**src/rtl/ddma_mem_arbiter.sv**
```systemverilog
`default_nettype none
// ============================================================================
// Module      : ddma_mem_arbiter
// Description : Round-robin arbiter sharing the single memory port of the
//               double DMA between the receive engine (writes) and the send
//               engine (reads). The port is granted in tenures that end on a
//               last beat or when the owner drops its request.
// Revision    : 1.0 - initial release
//
// Optional feature macro: DDMA_ARB_BURST_LIMIT_EN
//   When defined, a tenure is force-ended after MAX_BURST beats whenever the
//   other engine is waiting. When undefined there is no beat counter and
//   MAX_BURST is ignored.
//
// Ports:
//   clock_i        clock, all logic on rising edge
//   reset_i        synchronous active-low reset
//   rx_req_i       receive engine requests the port
//   rx_last_i      current rx beat is the last of its transfer
//   rx_addr_i      rx beat address
//   rx_wdata_i     rx write data
//   rx_gnt_o       rx owns the port
//   tx_req_i       send engine requests the port
//   tx_last_i      current tx beat is the last of its transfer
//   tx_addr_i      tx beat address
//   tx_gnt_o       tx owns the port
//   tx_rdata_o     read data returned to tx (0 when not valid)
//   tx_rvalid_o    tx_rdata_o valid
//   mem_enable_o   memory access this cycle
//   mem_wr_o       1 = write, 0 = read
//   mem_addr_o     memory address
//   mem_wdata_o    memory write data
//   mem_rdata_i    memory read data, one-cycle latency
//   busy_o         a tenure is active
// ============================================================================
module ddma_mem_arbiter #(
  parameter int MEMORY_BUS_WIDTH = 32,
  parameter int ADDR_WIDTH       = 16,
  parameter int MAX_BURST        = 16
) (
  input  logic                        clock_i,
  input  logic                        reset_i,
  input  logic                        rx_req_i,
  input  logic                        rx_last_i,
  input  logic [ADDR_WIDTH-1:0]       rx_addr_i,
  input  logic [MEMORY_BUS_WIDTH-1:0] rx_wdata_i,
  output logic                        rx_gnt_o,
  input  logic                        tx_req_i,
  input  logic                        tx_last_i,
  input  logic [ADDR_WIDTH-1:0]       tx_addr_i,
  output logic                        tx_gnt_o,
  output logic [MEMORY_BUS_WIDTH-1:0] tx_rdata_o,
  output logic                        tx_rvalid_o,
  output logic                        mem_enable_o,
  output logic                        mem_wr_o,
  output logic [ADDR_WIDTH-1:0]       mem_addr_o,
  output logic [MEMORY_BUS_WIDTH-1:0] mem_wdata_o,
  input  logic [MEMORY_BUS_WIDTH-1:0] mem_rdata_i,
  output logic                        busy_o
);

  typedef enum logic [1:0] {
    IDLE   = 2'd0,
    OWN_RX = 2'd1,
    OWN_TX = 2'd2
  } state_e;

  localparam logic SERVED_RX = 1'b0;
  localparam logic SERVED_TX = 1'b1;

  state_e state_q, state_d;
  logic   last_served_q, last_served_d;
  logic   tx_rvalid_q;

  logic rx_gnt, tx_gnt, owned;
  logic own_req, other_req, own_last;
  logic beat, tx_beat;
  logic cap_hit, tenure_end, tenure_start;

  assign rx_gnt    = (state_q == OWN_RX);
  assign tx_gnt    = (state_q == OWN_TX);
  assign owned     = rx_gnt | tx_gnt;
  assign own_req   = (rx_gnt & rx_req_i) | (tx_gnt & tx_req_i);
  assign other_req = (rx_gnt & tx_req_i) | (tx_gnt & rx_req_i);
  assign own_last  = (rx_gnt & rx_last_i) | (tx_gnt & tx_last_i);
  assign beat      = own_req;
  assign tx_beat   = tx_gnt & tx_req_i;

  // A tenure ends on a last beat, when the owner lets go, or at the cap.
  assign tenure_end = (owned & ~own_req) | (beat & own_last) | cap_hit;

`ifdef DDMA_ARB_BURST_LIMIT_EN
  localparam int CNT_W = $clog2(MAX_BURST + 1);
  localparam logic [CNT_W-1:0] CNT_MAX  = CNT_W'(MAX_BURST);
  localparam logic [CNT_W-1:0] CNT_LAST = CNT_W'(MAX_BURST - 1);
  localparam logic [CNT_W-1:0] CNT_ONE  = CNT_W'(1);

  logic [CNT_W-1:0] beat_cnt_q, beat_cnt_d;

  // The beat that brings the count to MAX_BURST (or any beat once saturated)
  // hands the port over if the other engine is waiting.
  assign cap_hit = beat & other_req & (beat_cnt_q >= CNT_LAST);

  always_comb begin
    beat_cnt_d = beat_cnt_q;
    if (tenure_start) begin
      beat_cnt_d = '0;
    end else if (beat && (beat_cnt_q != CNT_MAX)) begin
      beat_cnt_d = beat_cnt_q + CNT_ONE;
    end
  end
`else
  logic unused_cfg_w;

  assign cap_hit      = 1'b0;
  assign unused_cfg_w = tenure_start ^ (MAX_BURST < 1);
`endif

  always_comb begin
    state_d       = state_q;
    last_served_d = last_served_q;
    tenure_start  = 1'b0;
    case (state_q)
      IDLE: begin
        // On contention the engine not served last wins.
        if (rx_req_i && (!tx_req_i || (last_served_q == SERVED_TX))) begin
          state_d       = OWN_RX;
          last_served_d = SERVED_RX;
          tenure_start  = 1'b1;
        end else if (tx_req_i) begin
          state_d       = OWN_TX;
          last_served_d = SERVED_TX;
          tenure_start  = 1'b1;
        end
      end
      OWN_RX, OWN_TX: begin
        if (tenure_end) begin
          if (other_req) begin
            // Direct handover, no idle cycle in between.
            state_d       = rx_gnt ? OWN_TX : OWN_RX;
            last_served_d = rx_gnt ? SERVED_TX : SERVED_RX;
            tenure_start  = 1'b1;
          end else if (own_req) begin
            // Owner keeps requesting: fresh tenure for the same engine.
            tenure_start  = 1'b1;
          end else begin
            state_d = IDLE;
          end
        end
      end
      default: state_d = IDLE;
    endcase
  end

  always_ff @(posedge clock_i) begin
    if (!reset_i) begin
      state_q       <= IDLE;
      last_served_q <= SERVED_TX;
      tx_rvalid_q   <= 1'b0;
`ifdef DDMA_ARB_BURST_LIMIT_EN
      beat_cnt_q    <= '0;
`endif
    end else begin
      state_q       <= state_d;
      last_served_q <= last_served_d;
      tx_rvalid_q   <= tx_beat;
`ifdef DDMA_ARB_BURST_LIMIT_EN
      beat_cnt_q    <= beat_cnt_d;
`endif
    end
  end

  assign rx_gnt_o     = rx_gnt;
  assign tx_gnt_o     = tx_gnt;
  assign busy_o       = owned;
  assign mem_enable_o = beat;
  assign mem_wr_o     = rx_gnt;
  assign mem_addr_o   = rx_gnt ? rx_addr_i : (tx_gnt ? tx_addr_i : '0);
  assign mem_wdata_o  = rx_gnt ? rx_wdata_i : '0;
  // Read data is passed through only in the cycle its beat's result returns,
  // regardless of who owns the port by then.
  assign tx_rvalid_o  = tx_rvalid_q;
  assign tx_rdata_o   = tx_rvalid_q ? mem_rdata_i : '0;

endmodule
`default_nettype wire
```
**config.mk**
```make
export PLATFORM = sky130hd
export DESIGN_NAME = ddma_mem_arbiter
export DESIGN_NICKNAME = d
export VERILOG_FILES = /design/src/rtl/ddma_mem_arbiter.sv
export SDC_FILE = /design/constraint.sdc
export NUM_CORES = 1
export LEC_CHECK = 0
export BUFFER_PORTS_ARGS = -buffer_cell sky130_fd_sc_hd__buf_2
export CORE_AREA = 4 4 71 73
export DETAILED_ROUTE_END_ITERATION = 8
export DIE_AREA = 0 0 75 77
export PLACE_DENSITY_LB_ADDON = 0.25
export RECOVER_POWER = 50
export SLEW_MARGIN = 5
export SYNTH_ARGS = -nofsm -noshare
export SYNTH_HDL_FRONTEND = slang
export SYNTH_SLANG_ARGS = --single-unit
```
**constraint.sdc**
```tcl
create_clock -name clock_i -period 4.85 [get_ports clock_i]
set_clock_uncertainty 0.1 [all_clocks]
set_input_delay 0.485 -clock clock_i [delete_from_list [all_inputs] [get_ports clock_i]]
set_output_delay 0.485 -clock clock_i [all_outputs]
set_load 0.05 [all_outputs]
```
==> results of run 1 <==
## cell type report
class                      count  share of cell area (%)
tap                           52                   3.437
clock buffer                   3                   2.181
sequential                     4                   4.230
multi-input combinational    116                   42.83
timing repair buffer         187                   46.73
inverter                       3                  0.5948
## cell families (layout without fill, tap and decap cells)
family	count (synthesis)	count (layout)	share of synthesized area (%)
AO/OA/AOI/OAI	26	26	23.38
AND/OR/NAND/NOR	83	83	53.50
multiplexers	2	2	2.114
adder cells (fa/ha/maj)	5	5	6.605
buffers and inverters	13	193	5.944
flip-flops	4	4	8.455
## per-layer routing
metal,vias up,global-route usage (%)
met5,-,0
met4,0,5.872
met3,5,4.444
met1,655,15.90
li1,805,-
met2,130,27.00
## path summary, 6_finish.rpt
| path | startpoint | end |
|---|---|---|
| setup / recovery | state_q[1]$_SDFFE_PN0P_ | mem_addr_o[7] |
| hold / removal | state_q[1]$_SDFFE_PN0P_ | state_q[1]$_SDFFE_PN0P_ |
| setup reg to reg | state_q[1]$_SDFFE_PN0P_ | state_q[1]$_SDFFE_PN0P_ |
| hold reg to reg | state_q[1]$_SDFFE_PN0P_ | state_q[1]$_SDFFE_PN0P_ |
## report_power, final
part	internal [mW]	switching (mW)
clock network	0.0527	0.0158
registers	0.0416	0.00979
logic	0.174	0.487
total	0.268	0.512
## tightest hold or removal path, cell delays in order, from the launching register on
cell and delay [ps]:
dfxtp_1 320, nand2_1 60, mux2i_1 60
## flip-flops by register name, indices dropped and copies added (netlist names)
| register | cells |
|---|---|
| state_q | 2 |
| last_served_q | 1 |
| tx_rvalid_o | 1 |
## synth_stat cells (2+ instances only)
| cell | n |
|---|---|
| a22o_1 | 16 |
| and2_1 | 62 |
| and2_2 | 2 |
| and3_1 | 2 |
| buf_2 | 3 |
| clkbuf_1 | 6 |
| dfxtp_1 | 4 |
| ha_1 | 5 |
| inv_1 | 3 |
| mux2i_1 | 2 |
| nand2_1 | 5 |
| nand3_1 | 2 |
| nor2_1 | 2 |
| nor2b_1 | 2 |
| o21ai_0 | 3 |
## stage by stage
stage	utilization (%)	power (mW)	setup slack [ps]	instances
after global routing	43.48	0.8280	1909	365
after global placement	43.71	0.7199	2389	362
after detailed placement	43.71	0.7235	2287	362
after CTS	44.66	0.7956	2057	365
after floorplan	-	0.5727	1904	133
final	43.48	0.7803	2046	365
==> metrics.csv, run 1 <==
stage,metric,value,unit
cts,cts_htree_levels,1,
layout,regArea,80.08,sq um
cts,post_cts_buffers,0,
critical_path,arrival,2220,ps
synthesis,yosysSeqAreaShare,8.454,%
floorplan,ios,188,
cts,hold_buffers,0,
timing,hold_violations,0,
placed_design,dpl-instance-area,1903,sq um
power,p_per_area,412.2,nW/um^2
drt,num_vias,1595,
synthesis,synth_nets,240,
floorplan,coreArea,4354,sq um
timing,rsz0062_at_grt,false,
critical_path,critPathTopFamily,simple AND/OR/NAND/NOR gates,
critical_path,r2r_cells,6,
timing,holdWs,409.2,ps
global_route,track_usage,15.06,%
layout,multi_input_area,810.8,sq um
timing,min_period_over_period,57.81,%
power,ir_drop,168.7,uV
layout,fillCellCount,462,
critical_path,critical-path-slowest-cell,and2b_1,
timing,worst_slew_pin_slew,836.0,ps
cts,clk_path_buf_depth,2,
drt,post_drt_wl_per_cell,13.28,microns
timing,finalSetupViolations,0,
critical_path,worst_setup_path_start_kind,flip-flop,
critical_path,crit_type,flip-flop to primary output,
run,maxCapViolCount,0,
synthesis,synth_top_area_share,40.95,%
drt,wl_met3,785,microns
timing,finalSetupTns,0,ps
drt,drt-met1-wl,1668,microns
layout,diodes,0,
outcome,status,completed,
synthesis,ys_seq_elements,4,
placed_design,hpwl,4282,microns
drt,drtIter0Drc,83,
drt,highest_layer,met4,
cts,cts.repair.resized,0,
synthesis,synthTopCellsByArea,"and2_1 (41%), a22o_1 (15%), dfxtp_1 (8.5%)",
placed_design,io_buffers,187,
floorplan,initial_core_util,21.75,%
drt,viasPerCell,4.370,
critical_path,path_max_fanout,23,
critical_path,r2r_setup_slack,2750,ps
synthesis,synth_async_sr_flop_share,0,%
synthesis,ys.warnings.count,0,
global_route,grt_overflow_total,0,
global_route,grt_max_degree,36,
drt,ant_nets,0,
timing,max_slew_margin,44.27,%
layout,layout_commonest_cell,buf_2,
timing,period_needed,2804,ps
timing,clock.fmax,356.7,MHz
layout,area_growth_syn_to_layout,99.87,%
hold_path,hp-class,flip-flop to flip-flop,
critical_path,crit_chain,"inv_1, ha_1, and2b_1, a22o_1, buf_2",
cts,path_clk_slew,30,ps
synthesis,syn_area,947.2,sq um
cts,cts_tree,yes,
synthesis,synth.largest_area_cell,and2_1,
drt,drc,0,
critical_path,critPathMaxStageDelay,610,ps
drt,wl,4849,microns
cts,cts_root_buffer,clkbuf_8,
cts,cts-buffers-inserted,3,
floorplan,num_rows,24,
placed_design,place.gp.congestion,0.9383,
global_route,antenna_found_initial,0,
layout,final_nets,422,
drt,route.met2.wl,2331,microns
global_route,grt_pass1_vias,1515,
floorplan,fp.dieH,77,microns
critical_path,crit_cells,5,
layout,stdcell_area,1893,sq um
critical_path,crit_required,4260,ps
floorplan,chipWidth,75,microns
critical_path,path_buf_inv,2,
layout,mostFrequentLayoutCells,"buf_2 (146), and2_1 (62), clkbuf_1 (41)",
power,leakagePower,1.103,nW
drt,dr.pass1.iters,4,
floorplan,die_area,5775,sq um
synthesis,synth.distinct_cells,29,
synthesis,synth_ff_type,dfxtp_1,
timing,finalMaxSlewViolations,0,
critical_path,crit_path_end_kind,primary output,
cts,clk_latency,220,ps
cts,clock-sinks,4,
synthesis,synth.avg_cell_area,7.121,sq um
synthesis,synth_edf_count,0,
global_route,grt_pass1_wl,6969,microns
layout,drive_gt1_share,49.52,%
synthesis,netlist_instances,133,
hold_path,hold-path-cell-count,2,
Note: power is estimated with default switching activity, not from simulation.
==> inputs of run 2 (changes only) <==
- CORE_AREA: 4 4 71 73 -> 4 4 72 74
- DIE_AREA: 0 0 75 77 -> 0 0 76 78
- clock period: 4.85 -> 2.5 ns (I/O delays scaled with it)
==> metrics.csv, run 2 (same netlist as run 1, synthesis figures left out) <==
stage,metric,value,unit,change
drt,drc,0,,unchanged
power,power,1.496,mW,+92%
cts,path_clk_slew,30,ps,about the same
placed_design,place.gp.congestion,0.7981,,-15%
power,ir_drop,446.7,uV,+160%
cts,clk_latency,210,ps,about the same
drt,ant_nets,0,,unchanged
drt,post_drt_wl_per_cell,11.30,microns,-15%
floorplan,die_area,5928,sq um,+2.6%
power,p_sw,984.7,uW,+92%
global_route,track_usage,12.74,%,-2.3 points
cts,cts-buffers-inserted,3,,unchanged
timing,worst_slew_pin_slew,671.5,ps,-164.5 ps
cts,hold_buffers,0,,unchanged
cts,cts_tree,yes,,
timing,worst_slack,267.0,ps,-1779 ps
power,p_per_area,784.1,nW/um^2,+90%
global_route,grt_pass1_wl,6582,microns,-5.6%
layout,area_growth_syn_to_layout,101.5,%,
timing,clock.fmax,447.8,MHz,
cts,cts.repair.resized,0,,unchanged
cts,post_cts_buffers,0,,unchanged
power,leakagePower,1.117,nW,+1.2%
floorplan,fp.dieH,78,microns,+1.3%
cts,clk_path_buf_depth,2,,unchanged
timing,finalSetupViolations,0,,unchanged
layout,fillCellCount,518,,+12%
global_route,grt_overflow_total,0,,unchanged
timing,max_slew_margin,55.17,%,+11 points
layout,mostFrequentLayoutCells,"buf_2 (146), and2_1 (62), clkbuf_1 (41)",,
run,maxCapViolCount,0,,unchanged
power,p_seq_share,6.7,%,about the same
placed_design,preCtsSetupSlack,459.1,ps,-1828 ps
critical_path,critical-path-slowest-cell,clkbuf_1,,
layout,stdcell_area,1908,sq um,+0.79%
placed_design,dpl-instance-area,1921,sq um,+0.92%
power,p_comb_share,84.5,%,about the same
critical_path,crit_path_end_kind,primary output,,
power,p_int,511.6,uW,+91%
critical_path,crit_type,flip-flop to primary output,,
floorplan,num_rows,25,,+4.2%
critical_path,arrival,1880,ps,-340 ps
global_route,antenna_found_initial,0,,unchanged
cts,cts_htree_levels,1,,unchanged
drt,drtIter0Drc,28,,-66%
critical_path,crit_required,2150,ps,-2110 ps
power,swShare,65.81,%,+0.15 points
placed_design,dp_cells,366,,+1.1%
layout,final_util,41.50,%,-2.0 points
drt,dr.pass1.iters,2,,-2
hold_path,hp-class,input port to flip-flop,,
placed_design,hpwl,3664,microns,-14%
cts,clock-sinks,4,,unchanged
layout,layout_commonest_cell,buf_2,,
placed_design,io_buffers,187,,unchanged
outcome,status,completed,,
layout,regMostFlops,state_q,,
floorplan,coreArea,4598,sq um,+5.6%
timing,holdWs,173.7,ps,-235.5 ps
drt,num_vias,1546,,-3.1%
critical_path,worst_setup_path_start_kind,flip-flop,,
floorplan,ios,188,,unchanged
layout,drive_gt1_share,49.84,%,+0.32 points
timing,hold_violations,0,,unchanged
critical_path,crit_chain,"inv_1, ha_1, clkbuf_2, and2_2, clkbuf_1",,
drt,viasPerCell,4.190,,-4.1%
timing,rsz0062_at_grt,false,,
critical_path,path_max_fanout,35,,+52%
drt,wl,4171,microns,-14%
layout,largest_reg_flops,2,,unchanged
layout,stdcell_count,369,,+1.1%
timing,finalMaxSlewViolations,0,,unchanged
timing,finalSetupTns,0,ps,unchanged
critical_path,critPathMaxStageDelay,480,ps,-130 ps
critical_path,path_buf_inv,3,,+1
layout,diodes,0,,unchanged
critical_path,critPathTopFamily,buffers and inverters,,
cts,cts_root_buffer,clkbuf_8,,
power,pwr-share-clk,8.8,%,about the same
global_route,grt_max_degree,36,,unchanged
layout,final_nets,424,,+0.47%
timing,min_period_over_period,89.32,%,
global_route,grt_pass1_vias,1481,,-2.2%
timing,period_needed,2233,ps,
floorplan,chipWidth,76,microns,+1.3%
floorplan,initial_core_util,20.60,%,-1.2 points
run 2: cell types whose count changed in the layout (fill, tap and decap cells not counted):
cell,before,now
clkbuf_2,0,1
buf_4,0,1
o21ai_1,0,1
o21ai_0,3,2
run 2: worst paths after layout:
kind / from / to / slack [ps] / depth (start not counted)
max: state_q[1]$_SDFFE_PN0P_ / mem_wdata_o[0] / 270 / 5
min reg2reg: state_q[1]$_SDFFE_PN0P_ / state_q[1]$_SDFFE_PN0P_ / 400 / 2
min: reset_i / last_served_q$_SDFFE_PN1P_ / 170 / 2
max reg2reg: state_q[1]$_SDFFE_PN0P_ / last_served_q$_SDFFE_PN1P_ / 600 / 7
run 2: metal layers:
layer  GRT usage, %  routed length [microns]  vias up
met5              0                        0        -
met4          3.381                       48        0
met3          4.060                      516        4
met2          25.00                     2233       98
met1          12.60                     1372      631
li1               -                        -      813
run 2: layout make-up:
cell class                 count  area, sq um  area share (%)
clock buffer                   3        41.29           2.164
inverter                       3        11.26          0.5902
multi-input combinational    116        810.8           42.49
sequential                     4        80.08           4.197
tap                           54        67.56           3.541
timing repair buffer         189        897.1           47.02
run 2: power groups by stage:
stage          clock network [mW]  logic [mW]  registers (mW)
2_1_floorplan                   0        1.02          0.0962
3_3_place_gp                    0        1.30           0.100
3_5_place_dp                    0        1.30           0.101
4_1_cts                     0.137        1.31           0.100
5_1_grt                     0.139        1.35           0.104
6_report                    0.132        1.26          0.0997
